`src/rtl/mem_rr_arbiter_pkg.sv`:
```
// Shared types and default sizing for the data-memory round-robin arbiter.
package mem_arb_pkg;

    typedef enum logic [1:0] {
        IDLE   = 2'd0,
        ACCESS = 2'd1,
        RESP   = 2'd2
    } arb_state_t;

    localparam int C_DEF       = 8;
    localparam int AW_DEF      = 16;
    localparam int DW_DEF      = 16;
    localparam int MAXHOLD_DEF = 4;

endpackage

```
`src/rtl/mem_rr_arbiter_if.sv`:
```
// Core-side request bus and dmem-side access bus of the arbiter.
interface mem_rr_arbiter_if #(
    parameter int C  = 8,
    parameter int AW = 16,
    parameter int DW = 16
) ();
    logic [C-1:0]          req;
    logic [C-1:0]          we;
    logic [C-1:0]          hold;
    logic [C-1:0][AW-1:0]  adr;
    logic [C-1:0][DW-1:0]  wdat;
    logic [C-1:0]          gnt;
    logic [C-1:0]          done;
    logic [DW-1:0]         rdat;
    logic                  mem_en;
    logic                  mem_we;
    logic [AW-1:0]         mem_adr;
    logic [DW-1:0]         mem_wdat;
    logic [DW-1:0]         mem_rdat;

    modport slave (
        input  req, we, hold, adr, wdat, mem_rdat,
        output gnt, done, rdat, mem_en, mem_we, mem_adr, mem_wdat
    );

    modport master (
        output req, we, hold, adr, wdat, mem_rdat,
        input  gnt, done, rdat, mem_en, mem_we, mem_adr, mem_wdat
    );
endinterface

```
`src/rtl/mem_rr_arbiter_rr_pick.sv`:
```
// Round-robin priority encoder: first set request at or after ptr, modulo C.
module rr_pick #(
    parameter int C  = 8,
    parameter int PW = 3
) (
    input  logic [C-1:0]  req,
    input  logic [PW-1:0] ptr,
    output logic [PW-1:0] idx,
    output logic          valid
);

    always_comb begin
        logic [PW:0]   sum;
        logic [PW-1:0] j;
        idx   = '0;
        valid = 1'b0;
        sum   = '0;
        j     = '0;
        for (int i = 0; i < C; i++) begin
            sum = {1'b0, ptr} + (PW+1)'(i);
            if (sum >= (PW+1)'(C))
                sum = sum - (PW+1)'(C);
            j = sum[PW-1:0];
            if (!valid && req[j]) begin
                valid = 1'b1;
                idx   = j;
            end
        end
    end

endmodule

```
`src/rtl/mem_rr_arbiter.sv`:
```
// Round-robin arbiter sharing the single-port dmem among C cores, with
// bounded hold bursts so an owner can do several beats per turn.
//   state  | meaning
//   IDLE   | no owner; pick next requester from ptr
//   ACCESS | owner's access driven onto dmem
//   RESP   | done pulse + read data; continue burst or release
module mem_rr_arbiter
    import mem_arb_pkg::*;
#(
    parameter int C       = C_DEF,
    parameter int AW      = AW_DEF,
    parameter int DW      = DW_DEF,
    parameter int MAXHOLD = MAXHOLD_DEF
) (
    input  logic          clk,
    input  logic          reset_n,
    mem_rr_arbiter_if.slave bus
);

    localparam int PW = (C > 1) ? $clog2(C) : 1;
    localparam int BW = $clog2(MAXHOLD) + 1;

    arb_state_t    state, state_d;
    logic [PW-1:0] owner, owner_d;
    logic [PW-1:0] ptr, ptr_d;
    logic [BW-1:0] beat, beat_d;
    logic          wr, wr_d;
    logic          kept, kept_d;
    logic [PW-1:0] pick_idx;
    logic          pick_valid;

    rr_pick #(.C(C), .PW(PW)) u_pick (
        .req   (bus.req),
        .ptr   (ptr),
        .idx   (pick_idx),
        .valid (pick_valid)
    );

    always_ff @(posedge clk or negedge reset_n) begin
        if (!reset_n) begin
            state <= IDLE;
            owner <= '0;
            ptr   <= '0;
            beat  <= '0;
            wr    <= 1'b0;
            kept  <= 1'b0;
        end else begin
            state <= state_d;
            owner <= owner_d;
            ptr   <= ptr_d;
            beat  <= beat_d;
            wr    <= wr_d;
            kept  <= kept_d;
        end
    end

    always_comb begin
        state_d = state;
        owner_d = owner;
        ptr_d   = ptr;
        beat_d  = beat;
        wr_d    = wr;
        kept_d  = kept;
        case (state)
            IDLE: begin
                if (pick_valid) begin
                    owner_d = pick_idx;
                    beat_d  = '0;
                    state_d = ACCESS;
                end
            end
            ACCESS: begin
                // Direction and request liveness are frozen here so a core
                // dropping req mid-beat still gets a well-formed response.
                wr_d    = bus.we[owner];
                kept_d  = bus.req[owner];
                state_d = RESP;
            end
            RESP: begin
                if (kept && bus.req[owner] && bus.hold[owner] &&
                    beat < BW'(MAXHOLD - 1)) begin
                    beat_d  = beat + BW'(1);
                    state_d = ACCESS;
                end else begin
                    ptr_d   = (owner == PW'(C - 1)) ? '0 : owner + PW'(1);
                    state_d = IDLE;
                end
            end
            default: state_d = IDLE;
        endcase
    end

    always_comb begin
        bus.gnt      = '0;
        bus.done     = '0;
        bus.rdat     = '0;
        bus.mem_en   = 1'b0;
        bus.mem_we   = 1'b0;
        bus.mem_adr  = '0;
        bus.mem_wdat = '0;
        case (state)
            ACCESS: begin
                bus.gnt[owner] = 1'b1;
                bus.mem_en     = 1'b1;
                bus.mem_we     = bus.we[owner];
                bus.mem_adr    = bus.adr[owner];
                bus.mem_wdat   = bus.wdat[owner];
            end
            RESP: begin
                bus.gnt[owner]  = 1'b1;
                bus.done[owner] = 1'b1;
                bus.rdat        = wr ? '0 : bus.mem_rdat;
            end
            default: ;
        endcase
    end

endmodule

```
`src/flat_wrapper.sv`:
```
// flat-port wrapper written by rule: the top's interface ports become plain ports
module mem_rr_arbiter_flat import mem_arb_pkg::*;
#(
    parameter int C       = C_DEF,
    parameter int AW      = AW_DEF,
    parameter int DW      = DW_DEF,
    parameter int MAXHOLD = MAXHOLD_DEF
)
  (clk, reset_n, bus_req, bus_we, bus_hold, bus_adr, bus_wdat, bus_mem_rdat, bus_gnt, bus_done, bus_rdat, bus_mem_en, bus_mem_we, bus_mem_adr, bus_mem_wdat);
  mem_rr_arbiter_if #(.C(C), .AW(AW), .DW(DW)) bus_i ();
  input  logic clk;
  input  logic reset_n;
  input wire logic [$bits(bus_i.req)-1:0] bus_req;
  input wire logic [$bits(bus_i.we)-1:0] bus_we;
  input wire logic [$bits(bus_i.hold)-1:0] bus_hold;
  input wire logic [$bits(bus_i.adr)-1:0] bus_adr;
  input wire logic [$bits(bus_i.wdat)-1:0] bus_wdat;
  input wire logic [$bits(bus_i.mem_rdat)-1:0] bus_mem_rdat;
  output wire logic [$bits(bus_i.gnt)-1:0] bus_gnt;
  output wire logic [$bits(bus_i.done)-1:0] bus_done;
  output wire logic [$bits(bus_i.rdat)-1:0] bus_rdat;
  output wire logic [$bits(bus_i.mem_en)-1:0] bus_mem_en;
  output wire logic [$bits(bus_i.mem_we)-1:0] bus_mem_we;
  output wire logic [$bits(bus_i.mem_adr)-1:0] bus_mem_adr;
  output wire logic [$bits(bus_i.mem_wdat)-1:0] bus_mem_wdat;
  assign bus_i.req = bus_req;
  assign bus_i.we = bus_we;
  assign bus_i.hold = bus_hold;
  assign bus_i.adr = bus_adr;
  assign bus_i.wdat = bus_wdat;
  assign bus_i.mem_rdat = bus_mem_rdat;
  assign bus_gnt = bus_i.gnt;
  assign bus_done = bus_i.done;
  assign bus_rdat = bus_i.rdat;
  assign bus_mem_en = bus_i.mem_en;
  assign bus_mem_we = bus_i.mem_we;
  assign bus_mem_adr = bus_i.mem_adr;
  assign bus_mem_wdat = bus_i.mem_wdat;
  mem_rr_arbiter #(.C(C), .AW(AW), .DW(DW), .MAXHOLD(MAXHOLD)) u_core (.clk(clk), .reset_n(reset_n), .bus(bus_i));
endmodule
```
`config.mk`:
```
export PLATFORM = sky130hd
export DESIGN_NAME = mem_rr_arbiter_flat
export DESIGN_NICKNAME = d
export VERILOG_FILES = /design/src/rtl/mem_rr_arbiter_pkg.sv /design/src/rtl/mem_rr_arbiter_if.sv /design/src/rtl/mem_rr_arbiter_rr_pick.sv /design/src/rtl/mem_rr_arbiter.sv /design/src/flat_wrapper.sv
export SDC_FILE = /design/constraint.sdc
export NUM_CORES = 1
export LEC_CHECK = 0
export CAP_MARGIN = 20
export CORE_AREA = 2 2 143 145
export CTS_CLUSTER_SIZE = 8
export DETAILED_ROUTE_END_ITERATION = 6
export DIE_AREA = 0 0 145 147
export SETUP_SLACK_MARGIN = 0.2
export SLEW_MARGIN = 10
export SYNTH_ARGS = -nofsm -noshare
export SYNTH_HDL_FRONTEND = slang
export SYNTH_SLANG_ARGS = --single-unit
```
`constraint.sdc`:
```
create_clock -name clk -period 6.07 [get_ports clk]
set_input_delay 1.214 -clock clk [delete_from_list [all_inputs] [get_ports clk]]
set_output_delay 1.214 -clock clk [all_outputs]
set_load 0.01 [all_outputs]
```
==> results of run 1 <==
[placed cells by master (no fill, tap or decap), types with 10 or more instances in the layout]
| master | n |
|---|---|
| mux2i_1 | 14 |
| nand2_1 | 16 |
| mux4_2 | 14 |
| a41oi_1 | 32 |
| dfrtp_1 | 13 |
| inv_1 | 10 |
| a22oi_1 | 132 |
| nor2_1 | 12 |
| buf_4 | 14 |
| and2_1 | 29 |
| clkdlybuf4s50_1 | 363 |
[flip-flops by register name, summed over array words and instances, names as in the netlist]
| signal | flops |
|---|---|
| u_core.beat | 3 |
| u_core.owner | 3 |
| u_core.ptr | 3 |
| u_core.state | 2 |
| u_core.kept | 1 |
| u_core.wr | 1 |
[per-layer routing]
layer | wire [µm] | vias to the layer above | track usage
li1 | - | 2481 | -
met1 | 11100 | 2529 | 0.312
met2 | 11100 | 376 | 0.344
met3 | 3910 | 47 | 0.137
met4 | 381 | 30 | 0.0257
met5 | 191 | - | 0
[worst register-to-register path, delay by kind of cell, from the launching register on]
kind / cells / cell delay (ps)
AO/OA/AOI/OAI: 3 / 540
AND/OR/NAND/NOR: 2 / 610
buffers and inverters: 1 / 460
multiplexers: 2 / 960
flip-flops: 1 / 880
adder cells (fa/ha/maj): 1 / 710
[metrics by stage]
stage	instances	hold slack [ps]	cell area [µm²]	worst slack, ps
global placement	1028	474	7420	1820
floorplan	422	455	3460	2750
global route	1033	504	7500	1390
detailed placement	1028	475	7420	1740
finish	1039	479	7520	1510
CTS	1032	484	7500	1480
[kinds of logic (layout without fill, tap and decap cells)]
| kind of cell | count (synthesis) | after routing | synth area share |
|---|---|---|---|
| AOI/OAI and AO/OA | 209 | 209 | 0.463 |
| adders and majority gates | 9 | 9 | 0.0326 |
| and+or+nand+nor | 91 | 91 | 0.146 |
| muxes | 41 | 41 | 0.188 |
| other | 0 | 7 | 0 |
| buffers and inverters | 55 | 395 | 0.0655 |
| DFF | 13 | 13 | 0.0941 |
| xor gates and xnor gates | 4 | 4 | 0.0101 |
[how the worst max path moves through the flow]
stage | from | end | slack [ps]
CTS | u_core.owner[1] | bus_mem_adr[1] | 1480
global route | u_core.owner[1] | bus_mem_adr[1] | 1390
floorplan | u_core.ptr[1] | u_core.state[0] | 2750
global placement | u_core.owner[1] | bus_mem_adr[1] | 1820
finish | u_core.owner[1] | bus_mem_adr[1] | 1510
detailed placement | u_core.owner[1] | bus_mem_adr[1] | 1740
[power by group through the flow]
stage	sequential [mW]	combinational, mW	clock (mW)
4_1_cts	0.233	2.36	0.126
6_report	0.232	2.38	0.124
3_3_place_gp	0.229	2.35	0
2_1_floorplan	0.150	1.41	0
3_5_place_dp	0.235	2.35	0
5_1_grt	0.245	2.53	0.130
[area by class of cell]
| cell class | count | area, µm² | share of cell area |
|---|---|---|---|
| timing repair buffer | 378 | 3760 | 0.500 |
| antenna | 7 | 17.5 | 0.00233 |
| inverter | 13 | 48.8 | 0.00649 |
| tap | 270 | 338 | 0.0449 |
| multi-input combinational | 354 | 2950 | 0.392 |
| sequential | 13 | 325 | 0.0433 |
| clock buffer | 4 | 78.8 | 0.0105 |
==> reports/qor.csv, run 1 <==
metric,value,unit
port bufs,363,
Detailed Route WL,26.7,mm
fin crit period,4560,ps
Fin Setup TNS,0,ps
Max rail drop VDD,0.158,mV
HP Start,u_core.wr,
WHS Path Cells,1,
Util after Layout,0.379,
detailed-route DRC error count,0,
r2r startpoint,u_core.ptr[0],
Stages on worst setup path,6,
via count,5463,
fillers,2016,
Tot Pwr,2.73,mW
synth unique cells,57,
CTS tree,done,
maxcap violations,0,
crit path launch type,flop,
Fin. Hold Viols,0,
reg2reg setup slack,1780,ps
asr flop ratio synth,1.00,
Crit Path Max Fanout,20,
max_slew headroom,0.444,
share of total power in combinational logic,0.870,
P_sw,1.40,mW
outcome,finished clean,
HP Class,flop to flop,
Synth area leaders,"a22oi_1, dfrtp_1, mux4_2, a41oi_1, and2_1",
Yosys top cell area share,0.287,
Synth Warn #,0,
Avg Inst Size Synth,8.19,µm²
H-tree depth,1,
# resized after CTS,0,
post-synthesis cell area,3460,µm²
Max Freq,219,MHz
initial core utilization,0.174,
RSZ-0062 raised after global routing,false,
crit path DAT,3350,ps
sequential share of power,0.085,
core box area,19800,µm²
power density of the placed cells,364,nW/µm²
Post-CTS Setup Inserts,0,
nets,1070,
setup violators final,0,
Placer Congestion,0.922,
IO Count,364,
"Period Utilization, post-route",0.751,
"area leader, netlist",a22oi_1,
vias per cell,5.26,
Rows,52,
Worst-Margin Slew,834,ps
Reg2Reg Depth,9,
Worst Clk Skew,0.809,ps
"antenna viol nets, final",0,
syn nets,729,
top-count cell post-synth,a22oi_1,
Internal,1.33,mW
routed length per instance,25.7,µm
HPWL after DPL,21.8,mm
number of synthesized flops with an enable pin,0,
CP Class,flop to output pin,
Sw Share,0.512,
CP max stage cell,dfrtp_1,
DR pass1 iterations,5,
CTS Root Cell,clkbuf_16,
vias in the first global route,5323,
crit-path cells,nand2_1 -> nor2_4 -> buf_4 -> a221oi_1 -> a31oi_1 -> clkdlybuf4s50_1,
Layout Area Growth over Synthesis,117,%
Commonest cells post-synth,"a22oi_1, clkbuf_1, a41oi_1",
1st-iter DRT viols,394,
Worst setup EP type,output pin,
first-pass GRT wire length,37.4,mm
Crit path max-delay family,buffers and inverters,
predominant post-synthesis flop cell,dfrtp_1,
Clock Power Share,0.046,
initial antenna violation count,20,
WP data required,4860,ps
reg-to-reg endpoint,u_core.state[0],
Skew-Pair Late Insertion Delay,240,ps
layout cell share with drive strength beyond 1,0.0696,
Sink Count,13,
die area,21300,µm²
CP max stage delay,740,ps
Max clock buf depth,2,
largest net degree at the start of global routing,36,
post-synthesis sequential area ratio,0.0941,
cell count after synthesis,422,
Clock transition at path regs,50,ps
Seq cells post-synth,13,
final max-slew violation count,0,
CP Buf/Inv Count,2,
Leak,2.52,nW
global-route usage over all layers,0.236,
grt ovf,0,
chip height,147,µm
CTS Buf Count,3,
die width,145,µm
Worst Hold End,u_core.wr,
CTS hold repair buffers,0,
(Power assumes the default switching activity.)
==> run 2: changes to the inputs <==
CORE_AREA = 2 2 139 141   (was 2 2 143 145)
DIE_AREA = 0 0 141 143   (was 0 0 145 147)
clock period = 4.6 ns   (was 6.07 ns; I/O delays follow)
==> run 2 against run 1 <==
Net effect:
- clock power up 44%
- clock skew up 2.8 ps
- sequential cell count unchanged
- worst hold slack better by 12 ps
- critical path type unchanged
==> reports/qor.csv, run 2 (synthesis gave the netlist of run 1 again) <==
metric,value,unit,change
Leak,2.53,nW,+0.34%
CTS Buf Count,3,,unchanged
max_slew headroom,0.501,,+0.0575
1st-iter DRT viols,486,,+23%
post-place setup slack,793,ps,-952 ps
CP Class,flop to output pin,,
biggest regs,"u_core.beat (3), u_core.owner (3), u_core.ptr (3)",,
nets,1071,,+0.093%
crit path launch type,flop,,
core box area,18600,µm²,-6.4%
Post-CTS Setup Inserts,0,,unchanged
global-route usage over all layers,0.240,,+0.00394
final max-slew violation count,0,,unchanged
grt ovf,0,,unchanged
maxcap violations,0,,unchanged
crit-path cells,nand2_1 -> nor2_4 -> buf_4 -> a221oi_1 -> a31oi_1 -> clkdlybuf4s50_1,,
"antenna viol nets, final",0,,unchanged
chip height,143,µm,-2.7%
Fin Setup TNS,0,ps,unchanged
CTS hold repair buffers,0,,unchanged
Util after Layout,0.403,,+0.0243
largest net degree at the start of global routing,37,,+2.8%
fin crit period,4060,ps,
power density of the placed cells,481,nW/µm²,+32%
Skew-Pair Late Insertion Delay,250,ps,about the same
port bufs,363,,unchanged
layout cell share with drive strength beyond 1,0.0708,,+0.00122
PnR worst setup slack,538,ps,-971 ps
Layout Area Growth over Synthesis,117,%,
Max Freq,246,MHz,
Max clock buf depth,2,,unchanged
HP Class,flop to flop,,
# resized after CTS,0,,unchanged
Rows,50,,-3.8%
via count,5352,,-2.0%
detailed-route DRC error count,0,,unchanged
vias in the first global route,5266,,-1.1%
Crit Path Max Fanout,23,,+15%
Max rail drop VDD,0.215,mV,+36%
vias per cell,5.34,,+1.5%
CP max stage delay,810,ps,+70 ps
CP max stage cell,dfrtp_1,,
Worst-Margin Slew,745,ps,-89.0 ps
H-tree depth,1,,unchanged
outcome,finished clean,,
crit path DAT,3140,ps,-210 ps
RSZ-0062 raised after global routing,false,,
initial core utilization,0.186,,+0.0118
DR pass1 iterations,5,,unchanged
CTS Root Cell,clkbuf_16,,
"Period Utilization, post-route",0.883,,
most frequent cells in the layout,"clkdlybuf4s50_1, a22oi_1, a41oi_1",,
Sink Count,13,,unchanged
CTS tree,done,,
Worst Clk Skew,3.57,ps,+2.76 ps
Worst setup EP type,output pin,,
IO Count,364,,unchanged
die area,20200,µm²,-5.4%
initial antenna violation count,17,,-15%
routed length per instance,25.7,µm,about the same
setup violators final,0,,unchanged
Placer Congestion,0.957,,+3.9%
HPWL after DPL,20.7,mm,-4.7%
WP data required,3680,ps,-1180 ps
Clock transition at path regs,50,ps,about the same
Detailed Route WL,25.7,mm,-3.4%
Fin. Hold Viols,0,,unchanged
first-pass GRT wire length,35.6,mm,-4.8%
die width,141,µm,-2.8%
"commonest non-fill, non-tap cell in the layout",clkdlybuf4s50_1,,
run 2: cell count changes in the layout (fill, tap and decap cells not counted):
cell,previous run,this run
diode_2,7,6
buf_12,1,2
run 2: routing by layer:
metal	track usage	vias to the layer above	part of all wire
met5	0	-	0.0051
met2	0.359	375	0.43
li1	-	2468	-
met3	0.128	43	0.14
met4	0.0332	20	0.012
met1	0.314	2446	0.41
run 2: final cells by class:
type | count | area [µm²]
timing repair buffer | 379 | 3780
clock buffer | 4 | 78.8
antenna | 6 | 15.0
inverter | 13 | 48.8
sequential | 13 | 325
multi-input combinational | 354 | 2950
tap | 234 | 293
fill | 1909 | 11100
run 2: worst max-delay path: cells and delay by family (launching register included):
kind / cells / cell delay [ps]
AOI/OAI and AO/OA: 2 / 360
buffers and inverters: 2 / 980
and+or+nand+nor: 2 / 700
DFF: 1 / 810
run 2: worst paths after layout:
path | cells after the start | from | slack [ps] | endpoint
max | 6 | u_core.owner[1] | 540 | bus_mem_adr[1]
min | 1 | u_core.wr | 490 | u_core.wr
max reg2reg | 9 | u_core.ptr[0] | 1040 | u_core.owner[1]
min reg2reg | 1 | u_core.wr | 490 | u_core.wr
max in group asynchronous | 1 | reset_n | 3030 | u_core.owner[1]
min in group asynchronous | 1 | reset_n | 1110 | u_core.ptr[0]
run 2: power breakdown:
| part | switching (mW) | total, mW | internal [mW] |
|---|---|---|---|
| registers | 0.127 | 0.290 | 0.163 |
| logic | 1.64 | 3.13 | 1.50 |
| clock network | 0.0610 | 0.179 | 0.118 |
run 2: through the flow:
stage / total power [mW] / cell area [µm²] / hold slack [ps] / instances
floorplan: 2.06 / 3460 / 455 / 422
global placement: 3.41 / 7390 / 482 / 993
detailed placement: 3.39 / 7390 / 484 / 993
CTS: 3.58 / 7470 / 495 / 997
global route: 3.84 / 7480 / 523 / 998
finish: 3.60 / 7490 / 491 / 1003
